### src/rtl/ex_operand_bypass_unit.sv
// EX-stage operand bypass: tracks the last STAGES producers after EX, forwards the
// youngest matching result to ALU operands A/B and flags load-use hazards.
module ex_operand_bypass_unit #(
    parameter int DATA_WIDTH     = 32,
    parameter int REG_ADDR_WIDTH = 5,
    parameter int STAGES         = 3,
    parameter int SELW           = $clog2(STAGES + 1)
) (
    input  logic                      i_clk,
    input  logic                      i_rst_n,
    input  logic                      i_issue_valid,
    input  logic [REG_ADDR_WIDTH-1:0] i_rs,
    input  logic [REG_ADDR_WIDTH-1:0] i_rt,
    input  logic [DATA_WIDTH-1:0]     i_regA,
    input  logic [DATA_WIDTH-1:0]     i_regB,
    input  logic                      i_dest_valid,
    input  logic [REG_ADDR_WIDTH-1:0] i_dest_reg,
    input  logic                      i_is_load,
    input  logic [DATA_WIDTH-1:0]     i_aluresult,
    input  logic [DATA_WIDTH-1:0]     i_mem_data,
    input  logic                      i_flush,
    input  logic                      i_fwd_enable,
    output logic [DATA_WIDTH-1:0]     o_datoAAlu,
    output logic [DATA_WIDTH-1:0]     o_datoBAlu,
    output logic [SELW-1:0]           o_selA,
    output logic [SELW-1:0]           o_selB,
    output logic                      o_stall
);

    // Slot 0 is the instruction now in MEM; higher indices are older.
    logic                      slot_valid [STAGES];
    logic [REG_ADDR_WIDTH-1:0] slot_reg   [STAGES];
    logic                      slot_load  [STAGES];
    logic                      slot_ok    [STAGES];
    logic [DATA_WIDTH-1:0]     slot_data  [STAGES];

    logic stall_a;
    logic stall_b;

    // Scan oldest to youngest so the youngest match overwrites older ones.
    always_comb begin
        o_datoAAlu = i_regA;
        o_datoBAlu = i_regB;
        o_selA     = '0;
        o_selB     = '0;
        stall_a    = 1'b0;
        stall_b    = 1'b0;
        for (int k = STAGES - 1; k >= 0; k--) begin
            if (i_fwd_enable && slot_valid[k] && (i_rs != '0) && (slot_reg[k] == i_rs)) begin
                o_datoAAlu = slot_data[k];
                o_selA     = SELW'(k + 1);
                stall_a    = !slot_ok[k];
            end
            if (i_fwd_enable && slot_valid[k] && (i_rt != '0) && (slot_reg[k] == i_rt)) begin
                o_datoBAlu = slot_data[k];
                o_selB     = SELW'(k + 1);
                stall_b    = !slot_ok[k];
            end
        end
    end

    assign o_stall = i_issue_valid & i_fwd_enable & (stall_a | stall_b);

    always_ff @(posedge i_clk or negedge i_rst_n) begin
        if (!i_rst_n) begin
            for (int k = 0; k < STAGES; k++) begin
                slot_valid[k] <= 1'b0;
                slot_reg[k]   <= '0;
                slot_load[k]  <= 1'b0;
                slot_ok[k]    <= 1'b0;
                slot_data[k]  <= '0;
            end
        end else if (i_flush) begin
            for (int k = 0; k < STAGES; k++) begin
                slot_valid[k] <= 1'b0;
            end
        end else begin
            for (int k = STAGES - 1; k >= 2; k--) begin
                slot_valid[k] <= slot_valid[k-1];
                slot_reg[k]   <= slot_reg[k-1];
                slot_load[k]  <= slot_load[k-1];
                slot_ok[k]    <= slot_ok[k-1];
                slot_data[k]  <= slot_data[k-1];
            end
            // Load data becomes available as the load leaves MEM.
            slot_valid[1] <= slot_valid[0];
            slot_reg[1]   <= slot_reg[0];
            slot_load[1]  <= slot_load[0];
            slot_ok[1]    <= 1'b1;
            slot_data[1]  <= slot_load[0] ? i_mem_data : slot_data[0];
            if (o_stall) begin
                // The stalled EX instruction is re-presented next cycle; insert a bubble.
                slot_valid[0] <= 1'b0;
                slot_reg[0]   <= '0;
                slot_load[0]  <= 1'b0;
                slot_ok[0]    <= 1'b0;
                slot_data[0]  <= '0;
            end else begin
                slot_valid[0] <= i_issue_valid & i_dest_valid & (i_dest_reg != '0);
                slot_reg[0]   <= i_dest_reg;
                slot_load[0]  <= i_is_load;
                slot_ok[0]    <= ~i_is_load;
                slot_data[0]  <= i_aluresult;
            end
        end
    end

endmodule

### config.mk
export PLATFORM = sky130hd
export DESIGN_NAME = ex_operand_bypass_unit
export DESIGN_NICKNAME = d
export VERILOG_FILES = /design/src/rtl/ex_operand_bypass_unit.sv
export SDC_FILE = /design/constraint.sdc
export NUM_CORES = 1
export LEC_CHECK = 0
export ABC_AREA = 1
export CORE_MARGIN = 3
export CORE_UTILIZATION = 45
export DETAILED_ROUTE_END_ITERATION = 6
export PLACE_DENSITY = 0.84
export SLEW_MARGIN = 20
export SYNTH_ARGS = -nofsm -noshare
export SYNTH_HDL_FRONTEND = slang
export SYNTH_SLANG_ARGS = --single-unit
### constraint.sdc
create_clock -name i_clk -period 2.7 [get_ports i_clk]
set_input_delay 0.54 -clock i_clk [delete_from_list [all_inputs] [get_ports i_clk]]
set_output_delay 0.54 -clock i_clk [all_outputs]
set_load 0.005 [all_outputs]
# Word-level counts from Yosys, hierarchy flattened
# Cells that the tools add are included.
op_classes:
  bitwise_logic: 6
  n_mux: 25
  n_reduce_logical: 21
  n_eq_ne: 6
ops:
  columns: ["cell", "count"]
  rows:
  - ["32-bit 2-to-1 mux", 8]
  - ["5-bit == test", 6]
  - ["1-bit logical AND", 15]
  - ["5-bit nonzero test", 3]
  - ["2-bit 2-to-1 mux", 6]
  - ["1-bit 2-to-1 mux", 9]
  - ["5-bit 2-to-1 mux", 1]
  - ["1-bit AND", 4]
  - ["1-bit zero test", 3]
  - ["3-bit 2-to-1 mux", 1]
  - ["1-bit NOT", 1]
  - ["1-bit bitwise OR", 1]
word_totals:
  register_bits: 118
  elab_cells: 71
  inputBits: 150

# Longest topological paths before layout
# Gate-level depths: netlist of run 1.
depth:
  ltp_word: 10
  ltp_mapped: 14

# Worst setup path after synthesis of run 1
# No wires, ideal clock.
synth_timing:
  kind: "in2out"
  startpoint: "input port i_rs[1]"
  endpoint: "output port o_datoAAlu[22]"
  path_slack_ps: 565
  n_path_buf: 1
  arrival_ps: 1595
  cell_stages: 12
  cell_sequence: "inv_2 > nand3_1 > nor2_1 > nor2_1 > nand2_1 > inv_2 > nor2_4 > buf_2 > nand2_1 > nand4_1 > nand2_1 > inv_1"
synth_between:
  elab_chain_cells: 6
synth_lines:
  columns: ["element", "line_no", "text"]
  rows:
  - ["start, declared", "12", "input logic [REG_ADDR_WIDTH-1:0] i_rs,"]
  - ["5-bit nonzero test", "49", "if (i_fwd_enable && slot_valid[k] && (i_rs != '0) && (slot_reg[k] == i_rs)) begin"]
  - ["1-bit logical AND (2 in a row)", "49", null]
  - ["32-bit 2-to-1 mux (2 in a row)", "49", null]
  - ["32-bit 2-to-1 mux *", "49", null]
  - ["end, declared", "23", "output logic [DATA_WIDTH-1:0] o_datoAAlu,"]
# Mark *: on every way between the ends. The rest lies on a longest branch, timed or not.

# Worst setup path after layout of run 1
layout_timing:
  startpoint: "input port i_rs[3]"
  endpoint: "output port o_datoAAlu[14]"
# Same word-level chain as after synthesis.

==> results.json, run 1 <==
{
  "tightest_slew_ns": 0.5948,
  "grt_max_degree": 103,
  "hp-class": "in2async",
  "seq_area_frac_synth": 0.3816,
  "violations": "negative setup slack",
  "yosys_warnings": 0,
  "synth.mux.area_fraction": 0,
  "report.final.slew_viol_count": 0,
  "drv_cap": 0,
  "finalWorstSetupSlack_ns": -0.1934,
  "slowest_stage": "dlygate4sd2_1",
  "swShare": 0.2807,
  "p_sw_mw": 1.601,
  "synth_top_family_by_area": "simple AND/OR/NAND/NOR gates",
  "fillCellCount": 1272,
  "async_reset_ff_frac": 1.000,
  "rsz0062_at_grt": "yes",
  "hpwl_um": 17850,
  "hold_buffers": 0,
  "antenna_found_initial": 2,
  "core_area_um2": 16700,
  "synth_top_area_frac": 0.3816,
  "slew_headroom": 0.6035,
  "utilization": 0.7237,
  "seqPwrFrac": 0.389,
  "grt_pass1_wl_um": 46260,
  "worstPathRequired_ns": 2.16,
  "die_w_um": 137.1,
  "finalCritPeriodShare": 1.072,
  "seq_area_um2": 2958,
  "area_growth_pct": 56.18,
  "netlist_area_um2": 7739,
  "synth_cells": 1221,
  "ys_types": 30,
  "initial_core_util": 0.4634,
  "setup_viol": 56,
  "p_leak_nw": 6.375,
  "cts_sinks": 118,
  "critical-path-max-stage-delay_ns": 0.27,
  "cts_made_buffers": 17,
  "syn_nets": 1371,
  "setup.worst_path.class": "in2out",
  "multi_input_area_um2": 4207,
  "synth_edf_count": 0,
  "clkTransAtPathRegs_ns": 0.05,
  "skew_ns": 0.008857,
  "overflow": 0,
  "nets": 1647,
  "cts_root_buf": "clkbuf_16",
  "crit_fanout": 4,
  "port-buffer-count": 218,
  "ys.flop_type": "dfrtp_1",
  "gp_congestion": 0.9132,
  "p_int_mw": 4.104,
  "rows": 47,
  "synth_top_area_cell": "dfrtp_1",
  "outcome": "complete, but fails checks",
  "antenna_left": 0,
  "post-place-ws_ns": -0.7041,
  "fmax_ghz": 0.3456,
  "vdd_ir_drop_max_mv": 0.4863,
  "drc": 0,
  "drt_first_pass_iters": 6,
  "largest_reg_flops": 96,
  "comb_power_share": 0.183,
  "clockBufferDepth": 2,
  "insertion_delay_ns": 0.42,
  "grt_pass1_vias": 9204,
  "layout_min_cycle_time_ns": 2.893,
  "drtIter0Drc": 935,
  "crit_path_end_kind": "output port",
  "tritoncts": "built",
  "drt-total-wl_um": 30290,
  "finalHoldViolCount": 0,
  "path_common_cell": "nand2_2",
  "syn_area_per_cell_um2": 6.338,
  "path_cells": "dlygate4sd2_1 -> inv_2 -> nand2_2 -> nor2_4 -> nor2_2 -> nand2_2 -> inv_2 -> nor2_4 -> buf_12 -> buf_16 -> buf_6 -> nand2_2 -> nand4_1 -> nand2_1 -> inv_1 -> buf_2",
  "synth_seq_cells": 118,
  "synthSimpleGateAreaFrac": 0.3627,
  "synthTopCellsByArea": "dfrtp_1, nand2_1, inv_1",
  "synth_xor_area_frac": 0.007922,
  "cp.arrival_ns": 2.35,
  "post_drt_wl_per_cell_um": 17.51,
  "synth_fa_ha_area_frac": 0,
  "ioPinCount": 219,
  "avgViaCountPerCell": 5.435,
  "synth_common_cells": "nand2_1, inv_1, dfrtp_1",
  "die_h_um": 137.1,
  "clkPwrFrac": 0.428,
  "synth_compound_area_frac": 0.1067,
  "track_usage": 0.3168,
  "start_kind": "input pin",
  "power.density_nw_per_um2": 472.0,
  "vias": 9402,
  "yosysMostFrequentCell": "nand2_1",
  "cts-htree-levels": 4,
  "die_area_um2": 18810,
  "drive_gt1_frac": 0.2445
}
==> worst paths after layout <==
check | startpoint | end | slack (ns) | cells past startpoint
worst max register to register | slot_reg[9] | slot_data[75] | 0.17 | 16
worst min register to register | slot_ok[0] | slot_ok[0] | 0.50 | 2
min in group i_clk | i_flush | slot_data[83] | 0.46 | 3
max in group asynchronous | i_rst_n | slot_data[20] | 1.76 | 2
worst max-delay path | i_rs[3] | o_datoAAlu[14] | -0.19 | 16
worst min-delay path | i_rst_n | slot_reg[7] | 0.12 | 1
==> stage by stage <==
stage / TNS (ns) / hold WS [ns] / area, um2 / std cells / power [mW]
final: -6.311 / 0.1199 / 12090 / 1730 / 5.705
after global routing: -13.09 / 0.1677 / 12080 / 1729 / 5.939
after CTS: -6.993 / 0.1324 / 11790 / 1720 / 5.624
after detailed placement: -54.62 / 0.4695 / 10340 / 1633 / 3.175
after global placement: -52.80 / 0.4663 / 10340 / 1633 / 3.140
after floorplan: 0 / 0.2444 / 7739 / 1221 / 2.618
==> logic make-up (layout without fill, tap and decap cells) <==
| kind of cell | after synthesis | after routing |
|---|---|---|
| XOR/XNOR | 7 | 7 |
| AO/OA/AOI/OAI | 156 | 156 |
| other | 0 | 1 |
| buffers and inverters | 270 | 558 |
| AND/OR/NAND/NOR | 670 | 670 |
| flip-flops | 118 | 118 |
==> timing repair <==
| action | 4_1_cts | 5_1_grt |
|---|---|---|
| endpoints found under the setup margin | 69 | 108 |
| resized for setup | 364 | 138 |
| pin swaps | 74 | 63 |
| gates cloned | 9 | 1 |
| buffers inserted | 55 | 13 |
==> power by group through the flow <==
stage | Clock (mW) | Sequential, mW | Combinational [mW]
5_1_grt | 2.54 | 2.24 | 1.16
6_report | 2.44 | 2.22 | 1.04
4_1_cts | 2.45 | 2.17 | 0.997
3_5_place_dp | 0 | 2.19 | 0.982
2_1_floorplan | 0 | 2.13 | 0.487
3_3_place_gp | 0 | 2.18 | 0.958
==> metal layers <==
| metal | GRT usage | wire length [um] | vias up |
|---|---|---|---|
| li1 | - | - | 4340 |
| met4 | 0.1486 | 1305 | 4 |
| met2 | 0.5360 | 14740 | 556 |
| met5 | 0 | 18 | - |
| met1 | 0.3839 | 11360 | 4379 |
| met3 | 0.06912 | 2871 | 123 |
==> critical path, delay by kind of cell <==
family	cells	cell delay (ns)
buffers and inverters	8	0.96
AND/OR/NAND/NOR	8	0.86
==> layout by cell type (no fill, tap or decap), types with 2 or more instances in the layout <==
cell type / count
buf_4: 46
clkdlybuf4s15_1: 2
a21oi_1: 14
dfrtp_1: 114
buf_6: 30
nor2_1: 47
dfrtp_2: 4
clkbuf_16: 18
nand4_1: 65
o21ai_0: 82
clkbuf_2: 17
nand2_2: 63
buf_16: 7
o21ai_2: 2
dlygate4sd2_1: 2
buf_2: 53
a21oi_2: 7
nand3_2: 10
xnor2_2: 3
o21ai_1: 32
inv_2: 16
clkinv_2: 4
buf_12: 25
o22ai_1: 3
xor2_1: 2
nor2_2: 6
clkdlybuf4s15_2: 5
a22oi_1: 13
inv_1: 181
nand2_1: 406
nor2_4: 10
clkdlybuf4s50_1: 136
nand3_1: 36
bufinv_16: 4
nand2_4: 26
buf_8: 3
clkbuf_8: 4
==> layout make-up <==
class / instances / area share
multi-input combinational: 833 / 0.3480
timing repair buffer: 327 / 0.2690
sequential: 118 / 0.2447
inverter: 200 / 0.06294
clock buffer: 22 / 0.04006
tap: 220 / 0.02277
clock inverter: 9 / 0.01222
antenna: 1 / 0.0002070
No activity file was read; power rests on OpenSTA's default activity.
==> run 2: changes to the inputs <==
Settings changed: CORE_UTILIZATION 45 to 37, PLACE_DENSITY 0.84 to 0.73.
==> run 2 against run 1 <==
Net effect:
- critical path depth did not move
- sequential share of layout area fell by 0.36 points
- die area rose by 21%
- worst setup slack got worse by 0.052 ns
- clock skew barely moved
- worst hold slack improved by 0.042 ns
- non-clock buffer count rose by 13
- the flow still finishes with violations (negative setup slack)
- first-iteration DRC count fell by 39%
- sequential power barely moved
- core utilization fell by 12 points
==> results.json, run 2 (synthesis gave the netlist of run 1 again) <==
{
  "worstPathRequired_ns": 2.16,
  "power_mw": 5.748,
  "power.density_nw_per_um2": 469.0,
  "vdd_ir_drop_max_mv": 0.3662,
  "avgViaCountPerCell": 5.060,
  "place_inst": 1688,
  "drc": 0,
  "reg2reg_to": "slot_data[73]",
  "cp.arrival_ns": 2.41,
  "grt_max_degree": 63,
  "slowest_stage": "dfrtp_1",
  "start_kind": "register",
  "port-buffer-count": 218,
  "drv_cap": 0,
  "multi_input_area_um2": 4149,
  "outcome": "complete, but fails checks",
  "cts-htree-levels": 4,
  "cts_made_buffers": 17,
  "post-place-ws_ns": -0.7096,
  "drive_gt1_frac": 0.2508,
  "largest_reg_flops": 96,
  "die_area_um2": 22690,
  "hpwl_um": 18970,
  "fmax_ghz": 0.3395,
  "nets": 1660,
  "final_cells": 1794,
  "core_area_um2": 20360,
  "tritoncts": "built",
  "antenna_left": 0,
  "insertion_delay_ns": 0.42,
  "ff2ff_path_depth": 15,
  "die_h_um": 150.6,
  "r2r_setup_slack_ns": 0.45,
  "fillCellCount": 1823,
  "p_leak_nw": 6.365,
  "r2r_start": "slot_reg[8]",
  "report.final.slew_viol_count": 0,
  "crit_path_end_kind": "output port",
  "area_growth_pct": 58.37,
  "ioPinCount": 219,
  "setup_tns_ns": -11.50,
  "post_drt_wl_per_cell_um": 16.56,
  "fin_area_um2": 12260,
  "drt_first_pass_iters": 6,
  "grt_pass1_vias": 8805,
  "path_cells": "buf_6 -> buf_6 -> a21oi_4 -> nand2_2 -> nor2_4 -> nand2_4 -> clkinv_4 -> nor2_4 -> buf_12 -> buf_8 -> buf_6 -> nand2_2 -> nand4_1 -> o21ai_1 -> inv_1 -> buf_2",
  "clockBufferDepth": 2,
  "overflow": 0,
  "rsz0062_at_grt": "yes",
  "drt-total-wl_um": 29710,
  "mostFrequentLayoutCells": "nand2_1, inv_1, clkdlybuf4s50_1",
  "skew_ns": 0.008752,
  "utilization": 0.6018,
  "tightest_slew_ns": 0.6858,
  "vias": 9078,
  "finalHoldViolCount": 0,
  "die_w_um": 150.6,
  "layout_min_cycle_time_ns": 2.946,
  "cts_root_buf": "clkbuf_16",
  "rows": 52,
  "cts_sinks": 118,
  "clkTransAtPathRegs_ns": 0.06,
  "setup.worst_path.class": "reg2out",
  "grt_pass1_wl_um": 45180,
  "drtIter0Drc": 575,
  "gp_congestion": 0.8819,
  "critical-path-max-stage-delay_ns": 0.41,
  "crit_fanout": 7,
  "antenna_found_initial": 1,
  "path_common_cell": "buf_6",
  "slew_headroom": 0.5428,
  "placedInstanceArea_um2": 10470,
  "final_common_cell": "nand2_1",
  "finalCritPeriodShare": 1.091,
  "initial_core_util": 0.3800,
  "finalWorstSetupSlack_ns": -0.2457,
  "track_usage": 0.2553,
  "seq_area_um2": 2955,
  "hold_slack_ns": 0.1614,
  "hp-class": "in2async",
  "violations": "negative setup slack",
  "setup_viol": 66
}
[run 2: worst max path at each step]
stage | startpoint | to | slack [ns] | cells after the start
CTS | slot_reg[8] | o_datoAAlu[16] | -0.27 | 17
finish | slot_reg[8] | o_datoBAlu[25] | -0.25 | 16
global route | slot_reg[8] | o_datoBAlu[8] | -0.39 | 16
global placement | i_rt[3] | o_datoBAlu[0] | -0.68 | 12
floorplan | i_rs[1] | o_datoAAlu[22] | 0.56 | 12
detailed placement | i_rs[4] | o_datoAAlu[12] | -0.71 | 14
[run 2: where the power goes]
group / leakage (nW) / total [mW] / internal, mW / switching, mW
Combinational: 4.61 / 1.02 / 0.500 / 0.525
Sequential: 1.45 / 2.22 / 1.98 / 0.242
Clock: 0.310 / 2.51 / 1.66 / 0.843
[run 2: layout make-up]
type	count	share of cell area
timing repair buffer	340	0.2776
clock buffer	20	0.03645
inverter	200	0.06207
multi-input combinational	833	0.3385
tap	270	0.02757
sequential	118	0.2411
antenna	1	0.0002042
clock inverter	12	0.01644
[run 2: layer usage]
metal / vias to the layer above / GRT usage / wire, um
met5: - / 0 / 0
met4: 0 / 0.08840 / 869
met3: 66 / 0.05148 / 2266
met2: 406 / 0.4355 / 14290
met1: 4236 / 0.3225 / 12290
li1: 4370 / - / -
[run 2: critical path: cells and delay by family, from the launching register on]
family	cells	cell delay, ns
simple gates	6	0.49
buf+inv	8	0.85
compound gates	2	0.24
flops	1	0.41
[run 2: what timing repair did]
action | CTS | global route
hold endpoints to repair | 0 | 0
gates resized for setup | 452 | 84
hold buffers | 0 | 0
setup endpoints to repair | 69 | 69
gates cloned | 10 | 3
buffers inserted | 64 | 9
pin swaps | 67 | 75
